File: src/rtl/imem_loader_pkg.sv
// Shared definitions for the IMEM loader: FSM states and image geometry.
// Latency: n/a (declarations only).
// Backpressure: n/a.
package imem_loader_pkg;

  typedef enum logic [2:0] {
    IDLE,
    HDR_HI,
    HDR_LO,
    DATA,
    WRITE,
    DONE
  } state_e;

  localparam int IMEM_DEPTH = 1024;
  localparam int WORD_BYTES = 4;

endpackage

File: src/rtl/imem_loader_byte_packer.sv
// Packs accepted bytes big-endian into a 32-bit word and flags the 4th byte.
// Latency: word_dat/word_full are combinational in the cycle the 4th byte is presented.
// Backpressure: none; only counts bytes the parent has already accepted.
// Ports: byte_vld/byte_dat = accepted byte, clr = restart byte count,
//        word_dat = {first three bytes, current byte}, word_full = current byte completes a word.
module imem_loader_byte_packer
  import imem_loader_pkg::*;
(
  input  logic        clk,
  input  logic        rst_n,
  input  logic        clr,
  input  logic        byte_vld,
  input  logic [7:0]  byte_dat,
  output logic [31:0] word_dat,
  output logic        word_full
);

  logic [1:0]  cnt_q,   cnt_d;
  logic [23:0] shift_q, shift_d;

  always_comb begin
    cnt_d     = cnt_q;
    shift_d   = shift_q;
    word_full = byte_vld && (cnt_q == 2'(WORD_BYTES - 1));
    // Earlier bytes sit above the incoming one, so the first byte ends up in 31:24.
    word_dat  = {shift_q, byte_dat};
    if (clr) begin
      cnt_d = 2'd0;
    end else if (byte_vld) begin
      shift_d = {shift_q[15:0], byte_dat};
      cnt_d   = cnt_q + 2'd1;  // wraps to 0 after the 4th byte
    end
  end

  always_ff @(posedge clk or negedge rst_n) begin
    if (!rst_n) begin
      cnt_q   <= 2'd0;
      shift_q <= 24'd0;
    end else begin
      cnt_q   <= cnt_d;
      shift_q <= shift_d;
    end
  end

endmodule

File: src/rtl/imem_loader.sv
// Loads a length-prefixed byte stream into IMEM as word-aligned 32-bit writes, holding the CPU until done.
// Latency: word written the cycle after its 4th byte is accepted; 5 cycles per word at full rate.
// Backpressure: in_ready low outside header/data states and during the WRITE cycle; producer holds the byte.
// Ports: start, in_valid/in_data/in_ready byte stream; wr_en/wr_addr/wr_data IMEM write port;
//        words_loaded, done, err (sticky overflow), cpu_hold status.
module imem_loader
  import imem_loader_pkg::*;
#(
  parameter int DEPTH = IMEM_DEPTH,
  parameter int CNT_W = 16
) (
  input  logic             clk,
  input  logic             rst_n,
  input  logic             start,
  input  logic             in_valid,
  input  logic [7:0]       in_data,
  output logic             in_ready,
  output logic             wr_en,
  output logic [31:0]      wr_addr,
  output logic [31:0]      wr_data,
  output logic [CNT_W-1:0] words_loaded,
  output logic             done,
  output logic             err,
  output logic             cpu_hold
);

  state_e             state_q, state_d;
  logic [7:0]         hdr_hi_q, hdr_hi_d;
  logic [CNT_W-1:0]   n_q, n_d;
  logic [CNT_W-1:0]   idx_q, idx_d;
  logic [31:0]        wr_addr_q, wr_addr_d;
  logic [31:0]        wr_data_q, wr_data_d;
  logic [CNT_W-1:0]   words_loaded_q, words_loaded_d;
  logic               err_q, err_d;

  logic               accept;
  logic               start_ok;
  logic               in_range;
  logic [CNT_W-1:0]   hdr_n;
  logic [31:0]        pk_word;
  logic               pk_full;

  assign accept   = in_valid && in_ready;
  assign start_ok = start && ((state_q == IDLE) || (state_q == DONE));
  assign in_range = (32'(idx_q) < 32'(DEPTH));
  assign hdr_n    = CNT_W'({hdr_hi_q, in_data});

  imem_loader_byte_packer u_packer (
    .clk       (clk),
    .rst_n     (rst_n),
    .clr       (start_ok),
    .byte_vld  (accept && (state_q == DATA)),
    .byte_dat  (in_data),
    .word_dat  (pk_word),
    .word_full (pk_full)
  );

  // State register
  always_ff @(posedge clk or negedge rst_n) begin
    if (!rst_n) state_q <= IDLE;
    else        state_q <= state_d;
  end

  // Next-state logic
  always_comb begin
    state_d = state_q;
    case (state_q)
      IDLE, DONE: if (start) state_d = HDR_HI;
      HDR_HI:     if (accept) state_d = HDR_LO;
      HDR_LO:     if (accept) state_d = (hdr_n == '0) ? DONE : DATA;
      DATA:       if (pk_full) state_d = WRITE;
      WRITE:      state_d = ((idx_q + 1'b1) == n_q) ? DONE : DATA;
      default:    state_d = IDLE;
    endcase
  end

  // FSM outputs
  always_comb begin
    in_ready = (state_q == HDR_HI) || (state_q == HDR_LO) || (state_q == DATA);
    wr_en    = (state_q == WRITE) && in_range;
    done     = (state_q == DONE);
    cpu_hold = (state_q != DONE);
  end

  // Header, word index, write port and status registers
  always_comb begin
    hdr_hi_d       = hdr_hi_q;
    n_d            = n_q;
    idx_d          = idx_q;
    wr_addr_d      = wr_addr_q;
    wr_data_d      = wr_data_q;
    words_loaded_d = words_loaded_q;
    err_d          = err_q;

    if (start_ok) begin
      words_loaded_d = '0;
      err_d          = 1'b0;
    end
    if ((state_q == HDR_HI) && accept) hdr_hi_d = in_data;
    if ((state_q == HDR_LO) && accept) begin
      n_d   = hdr_n;
      idx_d = '0;
    end
    // Capture on the 4th byte so the write port is stable throughout WRITE;
    // out-of-range words leave the port holding the last real write.
    if (pk_full && in_range) begin
      wr_addr_d = 32'(idx_q) << 2;
      wr_data_d = pk_word;
    end
    if (state_q == WRITE) begin
      idx_d = idx_q + 1'b1;
      if (in_range) words_loaded_d = words_loaded_q + 1'b1;
      else          err_d          = 1'b1;
    end
  end

  always_ff @(posedge clk or negedge rst_n) begin
    if (!rst_n) begin
      hdr_hi_q       <= 8'd0;
      n_q            <= '0;
      idx_q          <= '0;
      wr_addr_q      <= 32'd0;
      wr_data_q      <= 32'd0;
      words_loaded_q <= '0;
      err_q          <= 1'b0;
    end else begin
      hdr_hi_q       <= hdr_hi_d;
      n_q            <= n_d;
      idx_q          <= idx_d;
      wr_addr_q      <= wr_addr_d;
      wr_data_q      <= wr_data_d;
      words_loaded_q <= words_loaded_d;
      err_q          <= err_d;
    end
  end

  assign wr_addr      = wr_addr_q;
  assign wr_data      = wr_data_q;
  assign words_loaded = words_loaded_q;
  assign err          = err_q;

endmodule
File: config.mk
export PLATFORM = sky130hd
export DESIGN_NAME = imem_loader
export DESIGN_NICKNAME = d
export VERILOG_FILES = /design/src/rtl/imem_loader_pkg.sv /design/src/rtl/imem_loader_byte_packer.sv /design/src/rtl/imem_loader.sv
export SDC_FILE = /design/constraint.sdc
export NUM_CORES = 1
export LEC_CHECK = 0
export ABC_AREA = 1
export BUFFER_PORTS_ARGS = -buffer_cell sky130_fd_sc_hd__buf_2
export CORE_MARGIN = 2
export CORE_UTILIZATION = 51
export CTS_CLUSTER_DIAMETER = 80
export DETAILED_ROUTE_END_ITERATION = 8
export HOLD_SLACK_MARGIN = 0.1
export MAX_ROUTING_LAYER = met4
export PLACE_DENSITY = 0.76
export SLEW_MARGIN = 15
export SYNTH_ARGS = -nofsm -noshare
export SYNTH_HDL_FRONTEND = slang
export SYNTH_SLANG_ARGS = --single-unit
File: constraint.sdc
create_clock -name clk -period 1.6 [get_ports clk]
set_input_delay 0.32 -clock clk [delete_from_list [all_inputs] [get_ports clk]]
set_output_delay 0.32 -clock clk [all_outputs]
set_load 0.02 [all_outputs]
**Word-level counts from Yosys, hierarchy flattened**

Cells that the tools add are included.

- Register bits after elaboration: 134
- Word-level logic and storage cells: 62
- Output and inout port bits: 85
- Input bits: 12

- Bitwise operators: 1
- Mux-type cells: 17
- $lt $le $gt $ge: 1
- Equal/unequal tests: 12
- Reductions and logical operators: 18
- Add/sub/neg operators: 3

Operator list:

| cell | count |
|---|---|
| $mux 16 | 5 |
| $add 16x1->16 const B | 2 |
| $mux 3 | 6 |
| $eq 16x16->1 | 1 |
| $logic_not 16->1 | 1 |
| $lt 16x11->1 const B | 1 |
| $pmux 3 s5 | 1 |
| $logic_and 1x1->1 | 8 |
| $ne 2x2->1 const B | 4 |
| $eq 3x2->1 const B | 2 |
| $eq 3x3->1 const B | 2 |
| $mux 2 | 2 |
| $reduce_and 4->1 | 1 |
| $reduce_bool 2->1 | 2 |
| $eq 3x1->1 const B | 1 |
| $logic_not 3->1 | 1 |
| $logic_or 1x1->1 | 3 |
| $mux 1 | 3 |
| $ne 3x3->1 const B | 1 |
| $add 2x1->2 const B | 1 |
| $eq 2x2->1 const B | 1 |
| $reduce_and 2->1 | 1 |
| $reduce_or 2->1 | 1 |
| $not 1->1 | 1 |

**Depth between registers and ports, before layout**

- Word-level depth: 8
- Gate-level depth with buffers: 15

**Cells and area by module**

From an unflattened synthesis, not the netlist that was laid out.

- Cells, all modules: 804
- Area, all modules: 6503.7 um^2

Modules (own cells, without submodules):

| module | cells each | area each (um^2) | instances |
|---|---|---|---|
| imem_loader | 678 | 5340.1 | 1 |
| imem_loader_byte_packer | 126 | 1163.6 | 1 |

**Worst setup path before layout**

OpenSTA, ideal clock, no wires.

- Kind: register -> register
- From: reg idx_q[0]
- To: reg state_q[1]
- Data arrival time: 1.584 ns
- Library setup time: 0.118 ns
- Required time: 1.482 ns
- Stages on the path, launching flop included: 15
- Setup slack: -0.102 ns
- Clock period less this slack: 1.702 ns
- Path through: dfrtp_1 > ha_1 > nand2_1 > nor2_4 > nand4_1 > nand2_2 > nand2_1 > nand2_1 > nand3_1 > nor2_1 > nand3_1 > nand2_1 > nand2_1 > nand2_1 > nand2_1

- Cells in the longest elaborated chain, start to end: 4

RTL lines:

| element | RTL line | source |
|---|---|---|
| from (decl) | imem_loader.sv:30 | `logic [CNT_W-1:0] idx_q, idx_d;` |
| from (signal assigned) | imem_loader.sv:129 | `idx_q <= idx_d;` |
| $add 16x1->16 | imem_loader.sv:72 | `WRITE: state_d = ((idx_q + 1'b1) == n_q) ? DONE : DATA;` |
| $eq 16x16->1 | imem_loader.sv:72 |  |
| $mux 3 | imem_loader.sv:72 |  |
| $pmux 3 s5 | imem_loader.sv:67 | `case (state_q)` |
| to (signal assigned) | imem_loader.sv:61 | `else state_q <= state_d;` |
| to (decl) | imem_loader.sv:27 | `state_e state_q, state_d;` |

No other way between the ends.
A chain may end at the register's enable or synchronous reset.

**Final worst setup path**

- From: reg idx_q[1]
- To: reg state_q[1]

The elaborated chain is that of the path after synthesis.

==> reports/results.tsv <==
stage	metric	value	unit
status	status	finished with violations	
status	violations	negative setup slack	
cts	cts_max_level	4	
route	post-route-drc-count	0	
worst_hold_path	hold_depth	3	
floorplan	die_w	114	µm
power_and_ir_drop	intPower	9460	µW
power_and_ir_drop	p_seq_frac	0.329	
timing	min_period_over_period	1.23	
setup_path	reg2reg_slack	-370	ps
synthesis	synthTopCellsByArea	dfrtp_1 (54%), nand2_1 (13%), o21ai_0 (7.4%)	
timing	setup_tns	-8900	ps
timing	slew_violations	0	
placed_design	io_buffers	80	
layout	diodes	0	
placed_design	dp.cells	1017	
synthesis	yosys_most_used_dff	dfrtp_1	
layout	area_growth	49.3	%
timing	layout_setup_ws	-367	ps
placed_design	dpl.hpwl	10.3	mm
power_and_ir_drop	switching_share	0.388	
grt	grt.total_usage	0.262	
route	drt_iter0_drc	633	
timing	clock_skew	15.2	ps
power_and_ir_drop	power_density	1670	nW/µm²
timing	setup_viol	89	
synthesis	synth-edff-count	0	
setup_path	crit_chain	ha_4 -> nand3_1 -> nand2_1 -> nand2_1 -> nand2_1 -> nand3_1 -> nor2_1 -> nand3_1 -> nor2_2 -> nand3_1 -> nand2_1 -> nand2_1 -> nand2_1 -> nand2_1	
floorplan	io_pins	97	
setup_path	slowest_stage	dfrtp_2	
setup_path	crit_fanout	4	
placed_design	postPlaceCellArea	7230	µm²
worst_hold_path	holdCritStartpoint	in_valid	
floorplan	rows	40	
setup_path	r2r_end	state_q[1]	
route	wirelength	20.2	mm
floorplan	die_h	114	µm
cts	clock_sinks	134	
placed_design	routabilityCongestion	0.915	
grt	grt_max_degree	49	
timing	hold_violations	0	
timing	fin_crit	1970	ps
cts	cts_root_buffer	clkbuf_16	
setup_path	arrival	2290	ps
flow_run	cap_violations	0	
layout	instances_no_fill	1100	
route	wl_per_cell	18.4	µm
floorplan	core-area	12000	µm²
power_and_ir_drop	ir_drop	1200	µV
layout	stdcell_area	9280	µm²
route	ant_nets	0	
synthesis	ys_warn_count	0	
grt	grt_pass1_wl	25.9	mm
setup_path	max_stage_delay	430	ps
synthesis	ys_ff_latch	134	
route	post_drt_via_cell_ratio	5.65	
synthesis	synth.cell_area	6210	µm²
route	vias	6215	
synthesis	synth_cell_types	39	
setup_path	reg2reg_from	idx_q[1]	
floorplan	dieArea	13100	µm²
cts	cts_tree	built	
setup_path	timing.critical_path.mode_cell	nand2_1	
synthesis	syn_avg_cell_area	8.35	µm²
power_and_ir_drop	netSwitchingPower	6000	µW
grt	antenna_found_initial	0	
power_and_ir_drop	p_leak	0.00463	µW
synthesis	async_flop_share	1.00	
synthesis	netlist_instances	744	
timing	fmax	508	MHz
floorplan	initial_core_util	0.519	
route	dr.pass1.iters	7	
setup_path	cp-end-kind	register	
cts	cts_buffers	17	
cts	clock_latency	430	ps
cts	path_clk_slew	70	ps
setup_path	r2r_cells	14	
synthesis	yosysTopAreaCell	dfrtp_1	
setup_path	path_class	register to register	
layout	nets	955	
power_and_ir_drop	p_clk_frac	0.264	
setup_path	start_kind	register	
synthesis	synth.top_cell.area_share	0.540	
worst_hold_path	min_path_type	input pin to register	
layout	drive_above_1_share	0.423	
worst_hold_path	hold_end	u_packer.cnt_q[1]	
power_and_ir_drop	combPwrFrac	0.408	
cts	cts.path.max_buffers	2	
synthesis	synth_top_cells_by_count	nand2_1 (208), dfrtp_1 (134), o21ai_0 (92), inv_1 (89), nand3_1 (48)	
synthesis	synth-seq-area-share	0.540	
synthesis	yosysMostFrequentCell	nand2_1	
timing	rsz0062_at_grt	yes	
grt	grt_pass1_vias	5372	
setup_path	crit_required	1920	ps
placed_design	pre_cts_slack	-261	ps
grt	overflow	0	
## flip-flops by register name, indices dropped and copies added, names as in the netlist
signal / cells
u_packer.shift_q: 24
wr_data: 32
u_packer.cnt_q: 2
state_q: 3
n_q: 16
words_loaded: 16
hdr_hi_q: 8
wr_addr: 16
err: 1
idx_q: 16
## worst max path at each step
stage              start         end  depth (start not counted)
5_1_grt         idx_q[1]  state_q[1]                         14
6_report        idx_q[1]  state_q[1]                         14
2_1_floorplan   idx_q[0]  state_q[1]                         14
3_5_place_dp    idx_q[1]  state_q[1]                         14
3_3_place_gp    idx_q[0]  state_q[1]                         15
4_1_cts        idx_q[13]       wr_en                          5
## metrics by stage
step	hold WS, ps	util	power (µW)
2_1_floorplan	24.4	-	7260
3_3_place_gp	247	0.604	8790
3_5_place_dp	245	0.604	8940
4_1_cts	195	0.689	13500
5_1_grt	261	0.775	16100
6_report	226	0.775	15500
## power by group through the flow
stage	logic, µW	registers [µW]	clock network [µW]
after global placement	3910	4880	0
after detailed placement	4040	4900	0
after global routing	6770	5150	4210
after CTS	4540	4890	4030
final	6300	5080	4080
after floorplan	2350	4920	0
## timing repair
| item | in CTS | in global routing |
|---|---|---|
| setup buffers | 15 | 21 |
| hold buffers | 1 | 0 |
| endpoints found under the hold margin | 31 | 0 |
| endpoints found under the setup margin | 38 | 129 |
| gates cloned | 4 | 14 |
| resized for setup | 65 | 222 |
| pin swaps | 19 | 42 |
## cells by family after synthesis
kind of cell	share of synthesized area
flops	0.540
other cells	0.000604
mux	0.00524
xor+xnor	0.00423
fa+ha+maj	0.00604
simple gates	0.247
buf+inv	0.0940
compound gates	0.104
## area by class of cell
cell class	count	area (µm²)
flip-flops and latches	134	3360
multi-input cells	498	2970
clock inverters	14	171
repair inverters	1	5.00
repair buffers	197	1780
well taps	147	184
fillers	684	2690
inverters	91	367
clock buffers	18	429
## cell usage in the layout (no fill, tap or decap), drive strengths merged
cell type,synthesis,layout
mux2,2,2
dfrtp,134,134
ha,3,3
nor3b,1,1
a41oi,1,1
xnor2,1,1
or2,1,1
xor2,2,2
nand4,15,15
clkinvlp,0,6
clkbuf,14,28
o21ai,97,97
dlygate4sd3,0,1
conb,1,16
o22ai,10,10
inv,90,94
buf,24,186
clkinv,1,3
mux2i,1,1
nand3b,5,5
nand2,214,216
a211oi,1,1
nor3,8,8
nand3,49,49
nor4,1,1
bufinv,0,3
a21oi,12,12
a22oi,2,2
nor2,54,54
## worst max-delay path, delay by kind of cell (launching register included)
family                     cells  cell delay (ps)
and+or+nand+nor               13             1250
DFF                            1              430
adders and majority gates      1              170
## routing by layer
metal	share of wire	vias to the layer above	track usage
met3	0.066	100	0.0513
met5	0	-	-
met4	0.052	0	0.107
met2	0.50	322	0.413
met1	0.38	3014	0.336
li1	-	2779	-
Power figures use the tool's default switching activity.
